### src/rtl/counter_pkg.sv
// ============================================================================
// Module      : counter_pkg
// Description : Mode and direction constants shared by the counter blocks.
// Revision    : 1.0 - initial release
// ============================================================================
`default_nettype none

package counter_pkg;

    localparam logic CNT_WRAP = 1'b0;
    localparam logic CNT_SAT  = 1'b1;
    localparam logic CNT_DOWN = 1'b0;
    localparam logic CNT_UP   = 1'b1;

endpackage

`default_nettype wire

### src/rtl/counter_mod_updown.sv
// ============================================================================
// Module      : counter_mod_updown
// Description : Modulo-N up/down counter with clear, load, wrap/saturate,
//               cascade carry and registered wrap pulse.
// Revision    : 1.0 - initial release
// ============================================================================
`default_nettype none

module counter_mod_updown
    import counter_pkg::*;
#(
    parameter int WIDTH     = 4,
    parameter int MODULUS   = 10,
    parameter int SATURATE  = 0,
    parameter int RESET_VAL = 0
) (
    input  logic             C_CLOCK_50,
    input  logic             C_Reset,
    input  logic             C_Enable,
    input  logic             C_Up,
    input  logic             C_Clear,
    input  logic             C_Load,
    input  logic [WIDTH-1:0] C_LoadData,
    output logic [WIDTH-1:0] C_DataCounter_Out,
    output logic             C_Counter_Out,
    output logic             C_Carry_Out,
    output logic             C_Wrap_Pulse
);

    localparam logic [WIDTH-1:0] c_MAX = WIDTH'(MODULUS - 1);
    localparam logic [WIDTH:0]   c_MOD = (WIDTH + 1)'(MODULUS);
    localparam logic [WIDTH-1:0] c_RST = WIDTH'(RESET_VAL);
    localparam logic             c_SAT = (SATURATE != 0) ? CNT_SAT : CNT_WRAP;

    if (MODULUS < 2 || MODULUS > (1 << WIDTH) || RESET_VAL < 0 || RESET_VAL >= MODULUS) begin : g_bad_params
        $error("counter_mod_updown: illegal MODULUS/RESET_VAL for WIDTH");
    end

    logic [WIDTH-1:0] count_q;
    logic [WIDTH-1:0] count_d;
    logic             wrap_q;
    logic             wrap_d;
    logic             at_max;
    logic             at_min;
    logic             out_of_range;
    logic             load_over;

    always_comb begin
        at_max       = (count_q == c_MAX);
        at_min       = (count_q == '0);
        out_of_range = ({1'b0, count_q} >= c_MOD);
        load_over    = ({1'b0, C_LoadData} >= c_MOD);
        count_d      = count_q;
        wrap_d       = 1'b0;

        if (C_Clear) begin
            count_d = '0;
        end else if (C_Load) begin
            count_d = load_over ? c_MAX : C_LoadData;
        end else if (out_of_range) begin
            // Unused codes recover to zero whether enabled or holding
            count_d = '0;
        end else if (C_Enable) begin
            if (C_Up == CNT_UP) begin
                if (!at_max) begin
                    count_d = count_q + 1'b1;
                end else if (c_SAT == CNT_WRAP) begin
                    count_d = '0;
                    wrap_d  = 1'b1;
                end
            end else begin
                if (!at_min) begin
                    count_d = count_q - 1'b1;
                end else if (c_SAT == CNT_WRAP) begin
                    count_d = c_MAX;
                    wrap_d  = 1'b1;
                end
            end
        end
    end

    always_ff @(posedge C_CLOCK_50 or posedge C_Reset) begin
        if (C_Reset) begin
            count_q <= c_RST;
            wrap_q  <= 1'b0;
        end else begin
            count_q <= count_d;
            wrap_q  <= wrap_d;
        end
    end

    // Terminal count follows C_Up combinationally so a cascade sees it same-cycle
    assign C_DataCounter_Out = count_q;
    assign C_Counter_Out     = (C_Up == CNT_UP) ? at_max : at_min;
    assign C_Carry_Out       = C_Counter_Out & C_Enable;
    assign C_Wrap_Pulse      = wrap_q;

endmodule

`default_nettype wire

### config.mk
export PLATFORM = sky130hd
export DESIGN_NAME = counter_mod_updown
export DESIGN_NICKNAME = d
export VERILOG_FILES = /design/src/rtl/counter_pkg.sv /design/src/rtl/counter_mod_updown.sv
export SDC_FILE = /design/constraint.sdc
export NUM_CORES = 1
export LEC_CHECK = 0
export BUFFER_PORTS_ARGS = -buffer_cell sky130_fd_sc_hd__clkbuf_2
export CAP_MARGIN = 10
export CORE_AREA = 2 2 39 41
export CTS_CLUSTER_DIAMETER = 40
export CTS_CLUSTER_SIZE = 40
export DETAILED_ROUTE_END_ITERATION = 6
export DIE_AREA = 0 0 41 43
export SETUP_SLACK_MARGIN = 0.1
export SYNTH_ARGS = -nofsm -noshare
export SYNTH_HDL_FRONTEND = slang
export SYNTH_SLANG_ARGS = --single-unit
### constraint.sdc
create_clock -name C_CLOCK_50 -period 3.4 [get_ports C_CLOCK_50]
set_input_delay 0.17 -clock C_CLOCK_50 [delete_from_list [all_inputs] [get_ports C_CLOCK_50]]
set_output_delay 0.17 -clock C_CLOCK_50 [all_outputs]
set_load 0.01 [all_outputs]
==> flow_summary.yaml, run 1 <==
die:
  die_h_um: 43
  initial_utilization_pct: 35.2
  row_count: 14
  ios: 17
  die_area_mm2: 0.00176
  core_region_area_mm2: 0.00138
  die_w_um: 41
global_routing:
  grt.overflow.total: 0
  grt_pass1_vias: 353
  track_usage_pct: 13.5
  antenna_found_initial: 0
  grt_start_max_net_pins: 15
  grt_pass1_wl_um: 1620
clock_tree:
  tritoncts: "yes"
  insertion_delay_ns: 0.24
  numCtsBuffers: 3
  clock_sinks: 5
  htreeDepth: 1
  clock_path_buffers: 2
  postCtsSetupBuffers: 0
  clkTransAtPathRegs_ns: 0.04
  cts-root-buf: "clkbuf_4"
outcome:
  status: "finished clean"
drt:
  drt_iter0_markers: 6
  wire_per_inst_um: 11.8
  finalWirelength_um: 1020
  drt.antenna.violating_nets: 0
  drc_errors: 0
  via_per_inst: 5.45
  firstDrtPassIters: 4
  via_count: 469
worst_setup_path:
  end_kind: "primary output"
  arrival_ns: 1.71
  reg2reg_depth: 4
  worstPathMaxFanout: 12
  path_class: "reg2out"
  start_kind: "register"
  crit_required_ns: 3.23
cells_and_area:
  nets: 81
  seq_area_um2: 125
  diodes: 0
  drive_gt1_share_pct: 34.3
  area_growth_pct: 19.8
  fillers: 142
  multi_input_area_um2: 310
logic_synthesis:
  synth-seq-cells: 5
  synth_area_per_cell_um2: 8.85
  synth_cell_type_count: 36
  syn-cell-area_um2: 487
  seq_area_frac_synth_pct: 25.7
  ys_warn_count: 0
  synth-edff-count: 0
  netlist_instances: 55
  synth_flop_cell: "dfrtp_1"
  async_flop_share_pct: 100
  syn_nets: 65
power_and_ir_drop:
  vdd.ir_drop.worst_uv: 291
  p_leak_uw: 0.000249
  finalPower_uw: 203
  powerDensity_mw_per_mm2: 348
sta:
  post-route-min-period_ns: 1.88
  hold_violations: 0
  rsz0062_at_grt: "no"
  finClkSkew_ns: 0.00823
  slew_headroom_pct: 72.3
  setup_slack_ns: 1.52
  worst_pin_slew_ns: 0.413
  max_freq_mhz: 532
  drv_slew: 0
  fin_tns_setup_ns: 0
  fin_crit_sh_pct: 55.3
  report.final.setup_viol: 0
place:
  gp_congestion: 0.742
  hpwl_um: 789
  port_buffers: 16
  pre_cts_slack_ns: 1.75
hold_path:
  hold_path_depth: 2
  hp-class: "in2reg"
flow_run:
  cap_viol_max_count: 0
[per-stage QoR]
stage	hold slack (ns)	cells	utilization [%]	instance area, µm²
global placement	0.0493	81	39.5	547
CTS	0.192	86	42.1	583
finish	0.201	86	42.1	583
global route	0.204	86	42.1	583
detailed placement	0.0556	81	39.5	547
floorplan	-0.0515	55	-	487
[per-layer routing]
| metal | GRT usage (%) | part of all wire, % | vias up |
|---|---|---|---|
| li1 | - | - | 245 |
| met1 | 22.2 | 49 | 207 |
| met2 | 15.9 | 44 | 17 |
| met3 | 6.28 | 6.3 | 0 |
| met4 | 2.00 | 0 | 0 |
| met5 | 0 | 0 | - |
[final timing paths]
check                                                       from  slack (ns)                               end
min in group asynchronous                                C_Reset        0.35  C_DataCounter_Out[1]$_DFFE_PP0P_
worst max-delay path            C_DataCounter_Out[0]$_DFFE_PP0P_        1.52                       C_Carry_Out
worst min-delay path                                     C_Clear        0.20            C_Wrap_Pulse$_DFF_PP0_
worst min register to register  C_DataCounter_Out[2]$_DFFE_PP0P_        0.70  C_DataCounter_Out[2]$_DFFE_PP0P_
max in group asynchronous                                C_Reset        2.87  C_DataCounter_Out[2]$_DFFE_PP0P_
worst max register to register  C_DataCounter_Out[0]$_DFFE_PP0P_        1.79            C_Wrap_Pulse$_DFF_PP0_
[flip-flops by register name, summed over array words and instances (netlist names)]
signal	count
C_DataCounter_Out	4
C_Wrap_Pulse	1
[where the power goes]
group,switching (µW),internal [µW],total (µW)
Combinational,27.6,29.1,56.7
Clock,24.6,44.4,68.9
Sequential,13.2,63.9,77.1
Total,65.3,137,203
[what timing repair did]
item | 4_1_cts | 5_1_grt
gates resized for setup | 0 | 0
endpoints found under the hold margin | 5 | 0
hold buffers | 1 | 0
[cells by family after synthesis]
family | count (synthesis) | synth area share, %
AND/OR/NAND/NOR | 24 | 36.2
AO/OA/AOI/OAI | 14 | 22.1
buffers and inverters | 9 | 10.5
flip-flops | 5 | 25.7
XOR/XNOR | 3 | 5.40
[layout by cell type (no fill, tap or decap), types with 2 or more instances in the layout]
cell type  instances
a21oi_1            3
inv_1              3
o21ai_0            2
xnor2_1            3
nor2b_1            2
dfrtp_1            5
clkbuf_4           3
nor3_1             3
or3_1              3
o21a_1             2
clkbuf_2          16
[cell usage after synthesis (all sizes together) (2+ instances only)]
cell type  n  area (µm²)
buf        5        36.3
dfrtp      5         125
nor3       4        25.0
a21oi      3        15.0
inv        3        11.3
or3        3        18.8
xnor2      3        26.3
a221oi     2        23.8
nor2b      2        12.5
nor4b      2        32.5
o21a       2        15.0
o21ai      2        10.0
[critical path, stage by stage, from the launching register on]
cell and delay (ns):
dfrtp_1 0.50, or3_1 0.43, a211oi_2 0.24, and2_2 0.18, clkbuf_2 0.12
[area by class of cell]
class	instances	share of cell area, %
multi-input cells	41	53.2
flip-flops and latches	5	21.5
repair buffers	17	15.5
clock buffers	4	4.51
well taps	16	3.43
inverters	3	1.93
(Power assumes the default switching activity.)
==> run 2, diff against run 1 <==
==> constraint.sdc (replaced) <==
create_clock -name C_CLOCK_50 -period 1.6 [get_ports C_CLOCK_50]
set_input_delay 0.08 -clock C_CLOCK_50 [delete_from_list [all_inputs] [get_ports C_CLOCK_50]]
set_output_delay 0.08 -clock C_CLOCK_50 [all_outputs]
set_load 0.01 [all_outputs]
==> run 2 against run 1 <==
The flow now finishes with violations (setup timing); first-iteration DRC count increased to 2.7 times the previous value; sequential cell count did not move; hold slack worse by 0.096 ns; via count grew 15%; clock power rose by 120%; critical path depth did not move; final cell count up 17%; core utilization is 14 points higher; sequential power rose by 91%.
==> flow_summary.yaml, run 2 (synthesis gave the netlist of run 1 again) <==
worst_setup_path:
  worst_path_largest_cell_delay_ns: 0.40
  path_class: "reg2out"
  crit_family: "simple AND/OR/NAND/NOR gates"
  r2r_setup_slack_ns: -0.02
  r2r_start: "C_DataCounter_Out[3]$_DFFE_PP0P_"
  crit_required_ns: 1.52
  arrival_ns: 1.56
  path_cells: "or3_4 > a211oi_4 > and2_4 > buf_6"
  end_kind: "primary output"
  cpMaxStageDelayCell: "dfrtp_2"
  reg2reg_depth: 6
  start_kind: "register"
  worstPathMaxFanout: 2
  r2r_end: "C_DataCounter_Out[2]$_DFFE_PP0P_"
  critical_path_buf_inv_count: 1
sta:
  finClkSkew_ns: 0.0127
  post-route-min-period_ns: 1.64
  max_freq_mhz: 611
  worst_pin_slew_ns: 0.317
  slew_headroom_pct: 78.7
  setup_slack_ns: -0.0356
  drv_slew: 0
  report.final.setup_viol: 2
  hold_violations: 0
  fin_tns_setup_ns: -0.0516
  rsz0062_at_grt: "yes"
  fin_crit_sh_pct: 102
clock_tree:
  clock_path_buffers: 2
  cts-root-buf: "clkbuf_4"
  htreeDepth: 1
  insertion_delay_ns: 0.25
  clkTransAtPathRegs_ns: 0.05
  tritoncts: "yes"
  clock_sinks: 5
  numCtsBuffers: 3
global_routing:
  grt_pass1_wl_um: 2150
  antenna_found_initial: 0
  track_usage_pct: 18.3
  grt_start_max_net_pins: 13
  grt_pass1_vias: 504
  grt.overflow.total: 0
die:
  die_w_um: 41
  ios: 17
  core_region_area_mm2: 0.00138
  die_h_um: 43
  die_area_mm2: 0.00176
  initial_utilization_pct: 35.2
  row_count: 14
power_and_ir_drop:
  p_leak_uw: 0.000337
  finalPower_uw: 535
  powerDensity_mw_per_mm2: 685
  vdd.ir_drop.worst_uv: 666
cells_and_area:
  drive_gt1_share_pct: 57.6
  mostFrequentLayoutCells: "14 x clkbuf_2, 11 x buf_4, 6 x buf_6"
  area_growth_pct: 60.4
  nets: 96
  stdcell_area_um2: 781
  largest_reg_flops: 4
  layout.cells.non_filler: 101
  diodes: 0
  final_common_cell: "clkbuf_2"
drt:
  wire_per_inst_um: 15.5
  drc_errors: 0
  via_count: 541
  finalWirelength_um: 1570
  firstDrtPassIters: 4
  drt.antenna.violating_nets: 0
  via_per_inst: 5.36
  drt_iter0_markers: 16
hold_path:
  holdPathEnd: "C_DataCounter_Out[2]$_DFFE_PP0P_"
  hold_path_depth: 2
  hp-class: "in2reg"
  hold_path.startpoint: "C_Clear"
place:
  hpwl_um: 839
  pre_cts_slack_ns: 0.0401
  dpl_cell_area_um2: 593
  port_buffers: 16
  gp_congestion: 0.905
  dp_cells: 87
flow_run:
  cap_viol_max_count: 0
outcome:
  status: "complete, but fails checks"
  violations: "setup timing"
run 2: changes by cell type in the layout (fill, tap and decap cells not counted), sizes merged:
cell    delta
buf       +17
clkbuf     -2
run 2: worst max-delay path by stage:
stage	depth (start not counted)	to	slack [ns]	start
after detailed placement	4	C_Wrap_Pulse$_DFF_PP0_	0.04	C_DataCounter_Out[3]$_DFFE_PP0P_
after global routing	4	C_Carry_Out	-0.1	C_DataCounter_Out[0]$_DFFE_PP0P_
after CTS	4	C_Carry_Out	-0.06	C_DataCounter_Out[3]$_DFFE_PP0P_
final	4	C_Carry_Out	-0.04	C_DataCounter_Out[0]$_DFFE_PP0P_
after floorplan	4	C_Wrap_Pulse$_DFF_PP0_	0.08	C_DataCounter_Out[3]$_DFFE_PP0P_
after global placement	4	C_Wrap_Pulse$_DFF_PP0_	0.05	C_DataCounter_Out[3]$_DFFE_PP0P_
run 2: final cells by class:
type	count	area (µm²)
fill	129	603
multi-input combinational	41	364
timing repair buffer	32	230
sequential	5	129
clock buffer	4	26.3
tap	16	20.0
inverter	3	11.3
run 2: report_power, final:
| group | switching, µW | total, µW | leakage, µW | internal (µW) |
|---|---|---|---|---|
| clock network | 57.1 | 152 | 0.0000150 | 94.7 |
| registers | 9.58 | 147 | 0.0000622 | 137 |
| logic | 111 | 236 | 0.000260 | 126 |
| total | 177 | 535 | 0.000337 | 358 |
run 2: stage by stage:
stage / hold WS (ns) / util (%)
3_3_place_gp: -0.0348 / 42.9
6_report: 0.105 / 56.4
3_5_place_dp: -0.0341 / 42.9
4_1_cts: 0.114 / 48.3
5_1_grt: 0.100 / 56.4
2_1_floorplan: -0.141 / -
run 2: repair_timing:
| item | in CTS | in global routing |
|---|---|---|
| setup endpoints to repair | 3 | 6 |
| gates resized for setup | 4 | 17 |
| hold buffers | 1 | 0 |
| pin swaps | 3 | 7 |
| setup buffers | 4 | 5 |
| endpoints found under the hold margin | 5 | 0 |
run 2: routing by layer:
| metal | GRT usage (%) | up-vias | part of all wire [%] |
|---|---|---|---|
| met5 | 0 | - | 0 |
| met4 | 6.00 | 0 | 0.83 |
| met3 | 6.28 | 2 | 3.7 |
| met2 | 27.2 | 15 | 56 |
| met1 | 24.0 | 259 | 39 |
| li1 | - | 265 | - |
run 2: worst reg2reg max path, stage by stage (launching register included):
cell and delay [ns]:
dfrtp_2 0.41, buf_6 0.13, buf_6 0.12, nor4b_1 0.13, or4_1 0.51, nand4_1 0.15, a21oi_2 0.06
==> run 3, diff against run 2 <==
==> constraint.sdc (replaced) <==
create_clock -name C_CLOCK_50 -period 1.8 [get_ports C_CLOCK_50]
set_input_delay 0.09 -clock C_CLOCK_50 [delete_from_list [all_inputs] [get_ports C_CLOCK_50]]
set_output_delay 0.09 -clock C_CLOCK_50 [all_outputs]
set_load 0.01 [all_outputs]
==> run 3 against run 2 <==
The flow now finishes without violations; final cell count shrank 12%; hold slack gained 0.031 ns; worst setup slack gained 0.21 ns; largest cell class unchanged; sequential power shrank 7%; sequential cell count is the same; cell area shrank 21%; wire length shrank 35%; total power shrank 27%; highest routed layer is now met3; core utilization shrank 12 points; clock power shrank 18%; clock skew shrank 0.0096 ns; first-iteration DRC count shrank 50%.
==> flow_summary.yaml, run 3 (synthesis gave the netlist of run 1 again) <==
power_and_ir_drop:
  finalPower_uw: 390
  p_leak_uw: 0.000263
  vdd.ir_drop.worst_uv: 595
  powerDensity_mw_per_mm2: 635
sta:
  fin_tns_setup_ns: 0
  finClkSkew_ns: 0.00311
  worst_pin_slew_ns: 0.345
  report.final.setup_viol: 0
  post-route-min-period_ns: 1.62
  slew_headroom_pct: 76.8
  drv_slew: 0
  max_freq_mhz: 616
  hold_slack_ns: 0.136
  rsz0062_at_grt: "no"
  fin_crit_sh_pct: 90.2
  hold_violations: 0
die:
  row_count: 14
  initial_utilization_pct: 35.2
  ios: 17
  core_region_area_mm2: 0.00138
  die_h_um: 43
  die_area_mm2: 0.00176
  die_w_um: 41
place:
  port_buffers: 16
  gp_congestion: 0.734
  hpwl_um: 776
hold_path:
  hold_path_depth: 2
  hold_path.startpoint: "C_Clear"
  holdPathEnd: "C_Wrap_Pulse$_DFF_PP0_"
  hp-class: "in2reg"
cells_and_area:
  fillers: 145
  diodes: 0
  area_growth_pct: 26.2
  drive_gt1_share_pct: 41.1
  final_common_cell: "clkbuf_2"
  seq_area_um2: 128
  multi_input_area_um2: 317
  nets: 84
  largest_reg_flops: 4
worst_setup_path:
  worst_path_largest_cell_delay_ns: 0.42
  r2r_start: "C_DataCounter_Out[1]$_DFFE_PP0P_"
  crit_family: "simple AND/OR/NAND/NOR gates"
  reg2reg_depth: 4
  r2r_setup_slack_ns: 0.29
  cpMaxStageDelayCell: "dfrtp_2"
  end_kind: "primary output"
  crit_required_ns: 1.71
  critical_path_buf_inv_count: 1
  worstPathMaxFanout: 5
  path_cells: "or3_1 > a211oi_2 > and2_4 > clkbuf_2"
  path_class: "reg2out"
  arrival_ns: 1.53
  start_kind: "register"
  r2r_end: "C_DataCounter_Out[1]$_DFFE_PP0P_"
  crit_cells: 4
drt:
  drt.antenna.violating_nets: 0
  wire_per_inst_um: 11.4
  m1WireLength_um: 501
  via_count: 463
  finalWirelength_um: 1020
  top_layer: "met3"
  drt_iter0_markers: 8
  wl_met2_um: 457
  drc_errors: 0
  dr_wl_met3_um: 59
  firstDrtPassIters: 4
  via_per_inst: 5.20
global_routing:
  antenna_found_initial: 0
  grt.overflow.total: 0
  track_usage_pct: 14.1
  grt_start_max_net_pins: 15
  grt_pass1_wl_um: 1710
  grt_pass1_vias: 409
clock_tree:
  clkTransAtPathRegs_ns: 0.04
  htreeDepth: 1
  tritoncts: "yes"
  clock_path_buffers: 2
  insertion_delay_ns: 0.23
  clock_sinks: 5
  cts-root-buf: "clkbuf_4"
  numCtsBuffers: 3
flow_run:
  cap_viol_max_count: 0
outcome:
  status: "finished clean"
## run 3: cell types whose count changed in the layout (fill, tap and decap cells not counted), moves of 2 or more
cell,change
clkbuf_2,+2
buf_4,-8
buf_6,-6
or3_1,+2
or3_4,-2
## run 3: cell type report
type	count	share of cell area, %
multi-input combinational	41	51.5
clock buffer	4	4.28
timing repair buffer	20	18.3
inverter	3	1.83
sequential	5	20.8
tap	16	3.26
## run 3: how the worst max path moves through the flow
stage	start	endpoint	slack, ns
2_1_floorplan	C_DataCounter_Out[0]$_DFFE_PP0P_	C_Wrap_Pulse$_DFF_PP0_	0.21
3_3_place_gp	C_DataCounter_Out[1]$_DFFE_PP0P_	C_DataCounter_Out[1]$_DFFE_PP0P_	0.21
3_5_place_dp	C_DataCounter_Out[1]$_DFFE_PP0P_	C_DataCounter_Out[1]$_DFFE_PP0P_	0.23
4_1_cts	C_DataCounter_Out[3]$_DFFE_PP0P_	C_Carry_Out	0.11
5_1_grt	C_DataCounter_Out[3]$_DFFE_PP0P_	C_Carry_Out	0.11
6_report	C_DataCounter_Out[3]$_DFFE_PP0P_	C_Carry_Out	0.18
## run 3: report_power, final
part | internal, µW | total (µW) | switching [µW]
logic | 63.9 | 129 | 65.1
clock network | 83.4 | 124 | 40.4
registers | 122 | 137 | 15.6
## run 3: per-layer routing
layer / vias up / track usage (%)
li1: 243 / -
met1: 203 / 20.4
met3: 0 / 6.28
met4: 0 / 0
met5: - / 0
met2: 17 / 20.3
## run 3: stage by stage
stage                     cells  cell area, µm²  utilization, %  setup slack [ns]
after floorplan              55             487               -             0.211
after global placement       83             562            40.6             0.209
after detailed placement     83             562            40.6             0.225
after CTS                    88             598            43.2             0.109
after global routing         89             614            44.4             0.108
final                        89             614            44.4             0.176
## run 3: repair_timing
| action | CTS | global route |
|---|---|---|
| hold endpoints to repair | 5 | 0 |
| resized for setup | 0 | 4 |
| buffers inserted | 0 | 1 |
| setup endpoints to repair | 0 | 2 |
| hold buffers | 1 | 0 |
## run 3: worst register-to-register path: stages (launching register included)
cell and delay (ns):
dfrtp_2 0.49, or3b_1 0.41, a221oi_2 0.25, nor4_1 0.09
nor3_2 0.17
